**src/rtl/mem_port_arbiter.sv**
```systemverilog
// mem_port_arbiter
//
// Shares the single unified memory port between the IF stage (instruction
// fetch) and the MEM stage (load/store). One transaction at a time is
// sequenced over a request/ready/rvalid bus. The owning stage gets its read
// data together with a one-cycle ack. Stall requests are raised to the
// hazard logic while a stage is waiting. A branch flush can abort an
// in-flight fetch; the bus transaction still completes, but its response
// produces no ack.
//
// Ports:
//   i_clk, i_reset        clock (rising edge) / async active-low reset
//   i_if_req/addr/abort   fetch request, address, branch-flush abort
//   o_if_rdata/ack        fetched instruction + one-cycle completion pulse
//   i_mem_req/we/addr/wdata/bmask  load/store request and command
//   o_mem_rdata/ack       load data + one-cycle completion pulse
//   o_bus_req/we/addr/wdata/bmask  registered bus command
//   i_bus_ready/rvalid/rdata       bus handshake and response
//   o_if_stall, o_mem_stall        stall requests to the hazard logic

module mem_port_arbiter #(
  parameter int ADDR_W = 32,
  parameter int DATA_W = 32,
  parameter int BM_W   = DATA_W / 8
) (
  input  logic              i_clk,
  input  logic              i_reset,

  input  logic              i_if_req,
  input  logic [ADDR_W-1:0] i_if_addr,
  input  logic              i_if_abort,
  output logic [DATA_W-1:0] o_if_rdata,
  output logic              o_if_ack,

  input  logic              i_mem_req,
  input  logic              i_mem_we,
  input  logic [ADDR_W-1:0] i_mem_addr,
  input  logic [DATA_W-1:0] i_mem_wdata,
  input  logic [BM_W-1:0]   i_mem_bmask,
  output logic [DATA_W-1:0] o_mem_rdata,
  output logic              o_mem_ack,

  output logic              o_bus_req,
  output logic              o_bus_we,
  output logic [ADDR_W-1:0] o_bus_addr,
  output logic [DATA_W-1:0] o_bus_wdata,
  output logic [BM_W-1:0]   o_bus_bmask,
  input  logic              i_bus_ready,
  input  logic              i_bus_rvalid,
  input  logic [DATA_W-1:0] i_bus_rdata,

  output logic              o_if_stall,
  output logic              o_mem_stall
);

  typedef enum logic [1:0] {
    S_IDLE,
    S_REQ,
    S_WAIT,
    S_RESP
  } state_t;

  typedef enum logic [1:0] {
    OWN_NONE,
    OWN_IF,
    OWN_MEM
  } owner_t;

  state_t state;
  owner_t owner;
  logic   discard;
  logic   if_ack_q;
  logic   mem_ack_q;
  logic   if_abort_hit;

  // A flush only matters while the fetch it targets actually owns the port.
  assign if_abort_hit = i_if_abort && (owner == OWN_IF);

  // Main sequencer: grant in IDLE, hold the command until the bus accepts
  // it, wait for the response, then pulse the owner's ack for one cycle.
  // The RESP cycle never grants, so a requester cannot be re-granted in its
  // own ack cycle.
  always_ff @(posedge i_clk or negedge i_reset) begin
    if (!i_reset) begin
      state       <= S_IDLE;
      owner       <= OWN_NONE;
      discard     <= 1'b0;
      if_ack_q    <= 1'b0;
      mem_ack_q   <= 1'b0;
      o_bus_req   <= 1'b0;
      o_bus_we    <= 1'b0;
      o_bus_addr  <= '0;
      o_bus_wdata <= '0;
      o_bus_bmask <= '0;
      o_if_rdata  <= '0;
      o_mem_rdata <= '0;
    end else begin
      if_ack_q  <= 1'b0;
      mem_ack_q <= 1'b0;

      case (state)
        S_IDLE: begin
          // MEM holds the older instruction, so it wins over fetch.
          if (i_mem_req) begin
            owner       <= OWN_MEM;
            o_bus_req   <= 1'b1;
            o_bus_we    <= i_mem_we;
            o_bus_addr  <= i_mem_addr;
            o_bus_wdata <= i_mem_wdata;
            o_bus_bmask <= i_mem_bmask;
            state       <= S_REQ;
          end else if (i_if_req && !i_if_abort) begin
            owner       <= OWN_IF;
            o_bus_req   <= 1'b1;
            o_bus_we    <= 1'b0;
            o_bus_addr  <= i_if_addr;
            o_bus_wdata <= '0;
            o_bus_bmask <= '1;
            state       <= S_REQ;
          end
        end

        S_REQ: begin
          if (if_abort_hit) begin
            discard <= 1'b1;
          end
          if (i_bus_ready) begin
            o_bus_req <= 1'b0;
            state     <= S_WAIT;
          end
        end

        S_WAIT: begin
          if (i_bus_rvalid) begin
            if (owner == OWN_IF) begin
              o_if_rdata <= i_bus_rdata;
            end else begin
              o_mem_rdata <= i_bus_rdata;
            end
            // An abort arriving together with the response still discards it.
            if (discard || if_abort_hit) begin
              discard <= 1'b0;
              owner   <= OWN_NONE;
              state   <= S_IDLE;
            end else begin
              if_ack_q  <= (owner == OWN_IF);
              mem_ack_q <= (owner == OWN_MEM);
              state     <= S_RESP;
            end
          end else if (if_abort_hit) begin
            discard <= 1'b1;
          end
        end

        S_RESP: begin
          owner <= OWN_NONE;
          state <= S_IDLE;
        end

        default: begin
          owner <= OWN_NONE;
          state <= S_IDLE;
        end
      endcase
    end
  end

  // A flush landing in the ack cycle must still kill the fetch ack, so the
  // registered pulse is gated by the live abort.
  assign o_if_ack  = if_ack_q && !i_if_abort;
  assign o_mem_ack = mem_ack_q;

  assign o_if_stall  = i_if_req && !o_if_ack;
  assign o_mem_stall = i_mem_req && !o_mem_ack;

endmodule

```
**config.mk**
```make
export PLATFORM = sky130hd
export DESIGN_NAME = mem_port_arbiter
export DESIGN_NICKNAME = d
export VERILOG_FILES = /design/src/rtl/mem_port_arbiter.sv
export SDC_FILE = /design/constraint.sdc
export NUM_CORES = 1
export LEC_CHECK = 0
export BUFFER_PORTS_ARGS = -buffer_cell sky130_fd_sc_hd__buf_2
export CAP_MARGIN = 20
export CORE_MARGIN = 8
export CORE_UTILIZATION = 46
export DETAILED_ROUTE_END_ITERATION = 12
export GPL_TIMING_DRIVEN = 1
export PLACE_DENSITY_LB_ADDON = 0.08
export SKIP_CTS_REPAIR_TIMING = 1
export SLEW_MARGIN = 20
export SYNTH_ARGS = -nofsm -noshare
export SYNTH_HDL_FRONTEND = slang
export SYNTH_SLANG_ARGS = --single-unit
```
**constraint.sdc**
```tcl
create_clock -name i_clk -period 1.89 [get_ports i_clk]
set_clock_uncertainty 0.05 [all_clocks]
set_input_delay 0.378 -clock i_clk [delete_from_list [all_inputs] [get_ports i_clk]]
set_output_delay 0.378 -clock i_clk [all_outputs]
set_load 0.01 [all_outputs]
```
Word level (Yosys, flattened, before mapping). Cells that the tools add are included.

$mul: 0. Bitwise gates (word level): 1. Equality and inequality tests: 10. Add/subtract/negate cells: 0. Shifts and indexed selects: 0. Reduce and logical (&&, ||, !) cells: 21. Div/mod/pow operators: 0. Order comparisons: 0. Muxes and demuxes: 32.

Operator list (number): $mux W32 (4); $mux W2 (8); $mux W1 (14); $reduce_and A3 Y1 (4); $mux W4 (2); $pmux W2 S4 (1); $eq A2 B2 Y1 const B (3); $ne A2 B2 Y1 const B (3); $ne A3 B3 Y1 const B (2); $pmux W2 S3 (1); $reduce_bool A2 Y1 (3); $logic_and A1 B1 Y1 (5); $eq A2 B1 Y1 const B (2); $pmux W1 S2 (2); $reduce_and A2 Y1 (2); $reduce_and A4 Y1 (1); $logic_not A1 Y1 (3); $reduce_bool A3 Y1 (1); $logic_not A2 Y1 (1); $logic_or A1 B1 Y1 (1); $not A1 Y1 (1).

Latch bits: 0. Bits in registers: 141. Output and inout bits: 138. Memory bits (writable): 0. Input port bits: 140. Memory bits (read-only): 0. Logic and storage cells: 76. Memories: 0.

Depth between registers and ports, before layout.
Word-level depth: 6. Depth in mapped cells: 7. Depth with buffers taken out: 4.

Worst setup path after synthesis. No wires, ideal clock.

Kind: reg-to-reg. From: register state[0]. To: register o_if_rdata[0]. Clock period less this slack: 1.614 ns. Data required time: 1.715 ns. Stages on the path, launching flop included: 6. Path buffers: 2. Setup time: 0.125 ns. Slack: 0.276 ns. Data arrival time: 1.439 ns. Cells stage by stage: dfrtp_1 > buf_2 > nand3b_4 > nor3_4 > buf_4 > mux2_2.

Word-level cells in the longest chain between the ends: 2.

Ends and longest elaborated chain: from (decl) (line 69) `state_t state;`; from (signal assigned) (line 85) `state <= S_IDLE;`; from (signal assigned) (line 111) `state <= S_REQ;`; from (signal assigned) (line 119) `state <= S_REQ;`; $eq A2 B2 Y1 (line 101) `case (state)`; $reduce_and A3 Y1 (no line); to (signal assigned) (line 136) `o_if_rdata <= i_bus_rdata;`; to (decl) (line 32) `output logic [DATA_W-1:0] o_if_rdata,`.

Every way passes these cells. A chain may end at the register's enable or synchronous reset.

Worst setup path after layout.
From: register state[0]. To: register o_if_rdata[29].

Same word-level chain as after synthesis.

==> summary.md <==
| Metric | Value |
|---|---|
| Worst slew pin tran | between 0.4 and 0.5 ns |
| Htree depth | 4 |
| Setup crit end kind | flop |
| Area of the multi-input gates | between 1500 and 2000 µm² |
| Min-Delay Path Depth | 2 |
| Worst path cell trace | nand3b_4 > nor3_4 > buf_12 > mux2_2 |
| CTS Buf Count | 17 |
| R2R cell count | 4 |
| NumNets Final | 824 |
| # IOs | 278 |
| Worst path slowest cell | dfrtp_1 |
| TritonRoute pass-1 iters | 6 |
| Latest clock arrival within the worst-skew pair | 0.40 ns |
| Setup tns final | 0 ns |
| Post-Layout Cell Count | 842 |
| Mean Syn Cell Area | approximately 14 µm² |
| Commonest non-fill, non-tap cells in the layout | 276 x buf_2, 141 x dfrtp_1, 62 x mux2_2 |
| Wire length per cell | roughly 18 µm |
| Reg-to-Reg End | o_if_rdata[29]$_DFFE_PN0P_ |
| Crit path buffers/inverters | 1 |
| RR Startpoint | state[0]$_DFFE_PN0P_ |
| Final period util | 0.880 |
| Placed Cells | 811 |
| Critical Path RT | 2.12 ns |
| Reg area | 3530 µm² |
| Hpwl dp | 11800 µm |
| Area Overhead vs Synth | 38.4% |
| Worst EP arrival | approximately 1.9 ns |
| Die width | 126 µm |
| CORE AREA | approximately 12000 µm² |
| Initial Utilization | 0.468 |
| Synth unique cells | 30 |
| Max Cap Viol | 0 |
| First-pass GRT wire length | around 24000 µm |
| Worst min-delay path startpoint | i_mem_wdata[2] |
| Internal | between 0.008 and 0.009 W |
| Startpoint Class | flop |
| Slew Viols, Final | 0 |
| Detailed Route Iter0 Violations | 185 |
| Crit Path Class | flop to flop |
| Min Tclk post-route | 1.66 ns |
| NetSw | 0.00408 W |
| Sw frac | 0.337 |
| GRT Resource Usage Total | 0.193 |
| Pre-CTS WS | between 0.2 and 0.25 ns |
| Worst Slack Setup Final | 0.228 ns |
| Die height | ~130 µm |
| Synthesized instance count | ~400 |
| Clock Tree Root | clkbuf_16 |
| Largest stage delay on the critical path | roughly 0.48 ns |
| Port Buf Inserts | 277 |
| Seq pwr share | 0.412 |
| Clk pwr share | 0.237 |
| Yosys warns | 0 |
| Layout cell share with drive strength beyond 1 | 0.553 |
| Longest Clk Path Bufs | 2 |
| Leading cell type in the layout, fill and taps excluded | buf_2 |
| Largest net degree at the start of global routing | just over 80 |
| Syn nets | 541 |
| Antenna cells | 0 |
| Vias per inst | 4.96 |
| Unrepaired setup endpoints after global routing | false |
| Instance count on the critical path | 4 |
| Overflow after GRT | 0 |
| HP Class | input port to flop |
| Post-synthesis cell area | 5570 µm² |
| CP Max Fanout | 33 |
| Worst ir drop on vdd | between 700 and 800 µV |
| # DRC | 0 |
| Yosys reg bits | 141 |
| Hold Path End | o_bus_wdata[2]$_DFFE_PN0P_ |
| Area of the die | 15900 µm² |
| Post-synthesis sequential area ratio | 0.633 |
| Max Clk Rate | 0.602 GHz |
| Pleak | 4.12 nW |
| Vias in the first global route | 4778 |
| Final setup violating endpoints | 0 |
| Relative slew slack | 0.684 |
| Via count | around 4200 |
| R2R Setup Slk | 0.23 ns |
| Layout Utilization | 0.648 |
| Initial antenna violation count | 0 |
| Clock tree sinks | 141 |
| Row Count | 40 |
| Total Wirelength | approximately 15000 µm |
| Combinational share of power | 0.351 |
| Final hold violation count | 0 |
| PwrDens | 1570 nW/µm² |
| CTS tree | yes |
| Clock transition at path regs | ~0.060 ns |
| Top cell family by delay on the critical path | flip-flops |
| DRT antenna net count | 0 |
| Status | completed |
| RD Place Congestion | between 0.7 and 0.8 |
| FILL cells | 974 |
## logic make-up (layout without fill, tap and decap cells)
family                 count (synthesis)  count (layout)  share of synthesized area
AND/OR/NAND/NOR                       52              52                     0.0467
multiplexers                          97              97                      0.189
buffers and inverters                 27             321                     0.0251
AO/OA/AOI/OAI                         84              84                      0.107
flip-flops                           141             141                      0.633
## worst reg2reg max path: stages, from the launching register on
cell,delay (ns)
dfrtp_1,0.48
nand3b_4,0.24
nor3_4,0.17
buf_12,0.23
mux2_2,0.38
## cell usage after synthesis, drive strengths merged
cell type  number  area (µm²)
mux2           64         721
nor2b           6        37.5
and2            1        6.26
o31a            1        8.76
dfrtp         141        3530
o2bb2ai         1        8.76
a21oi           1        5.00
nor3            1        16.3
buf            19         110
mux2i          33         330
o22ai           1        6.26
clkbuf          7        26.3
a21o            2        15.0
o221a           1        11.3
o21a            1        7.51
nand3b          2        27.5
nand2          35         131
inv             1        3.75
a22o           33         289
o22a            5        43.8
a32o            1        10.0
nand2b          3        18.8
nor4b           1        8.76
o21ai          37         189
nor2            3        13.8
## sequential cells by signal (all words and copies together), names as in the netlist
name         count
discard          1
if_ack_q         1
o_bus_addr      32
o_bus_bmask      4
o_bus_req        1
o_bus_wdata     32
o_bus_we         1
o_if_rdata      32
o_mem_ack        1
o_mem_rdata     32
owner            2
state            2
## power by group through the flow
stage | Sequential (W) | Combinational (W) | Clock (W)
after global placement | 0.00500 | 0.00423 | 0
after floorplan | 0.00552 | 0.00178 | 0
final | 0.00500 | 0.00426 | 0.00287
after global routing | 0.00518 | 0.00467 | 0.00307
after CTS | 0.00501 | 0.00435 | 0.00295
after detailed placement | 0.00502 | 0.00437 | 0
## worst max-delay path by stage
stage	startpoint	end
2_1_floorplan	state[0]$_DFFE_PN0P_	o_if_rdata[0]$_DFFE_PN0P_
3_3_place_gp	state[0]$_DFFE_PN0P_	o_if_rdata[13]$_DFFE_PN0P_
3_5_place_dp	i_if_abort	o_bus_wdata[9]$_DFFE_PN0P_
4_1_cts	state[0]$_DFFE_PN0P_	o_if_rdata[29]$_DFFE_PN0P_
5_1_grt	state[0]$_DFFE_PN0P_	o_mem_rdata[27]$_DFFE_PN0P_
6_report	state[0]$_DFFE_PN0P_	o_if_rdata[29]$_DFFE_PN0P_
## final cells by class
cell class / instances / area share
flip-flops and latches: 141 / 0.457
repair buffers: 290 / 0.203
clock buffers: 20 / 0.0579
multi-input cells: 233 / 0.249
well taps: 147 / 0.0238
inverters: 1 / 0.000486
clock inverters: 10 / 0.00876
## per-stage QoR
stage / power [W] / hold slack (ns) / cell area, µm²
global route: 0.0129 / 0.127 / 7720
detailed placement: 0.00939 / 0.294 / 7190
global placement: 0.00924 / 0.288 / 7190
floorplan: 0.00729 / 0.0324 / 5570
finish: 0.0121 / 0.135 / 7720
CTS: 0.0123 / -0.139 / 7710
## routing by layer
metal,part of all wire,up-vias,global-route usage,wire (µm)
li1,-,2000,-,-
met1,0.41,1997,0.219,6120
met2,0.50,167,0.323,7430
met3,0.083,15,0.0751,1250
met4,0.013,0,0.0708,201
met5,0,-,0,0
No activity file was read; power rests on OpenSTA's default activity.
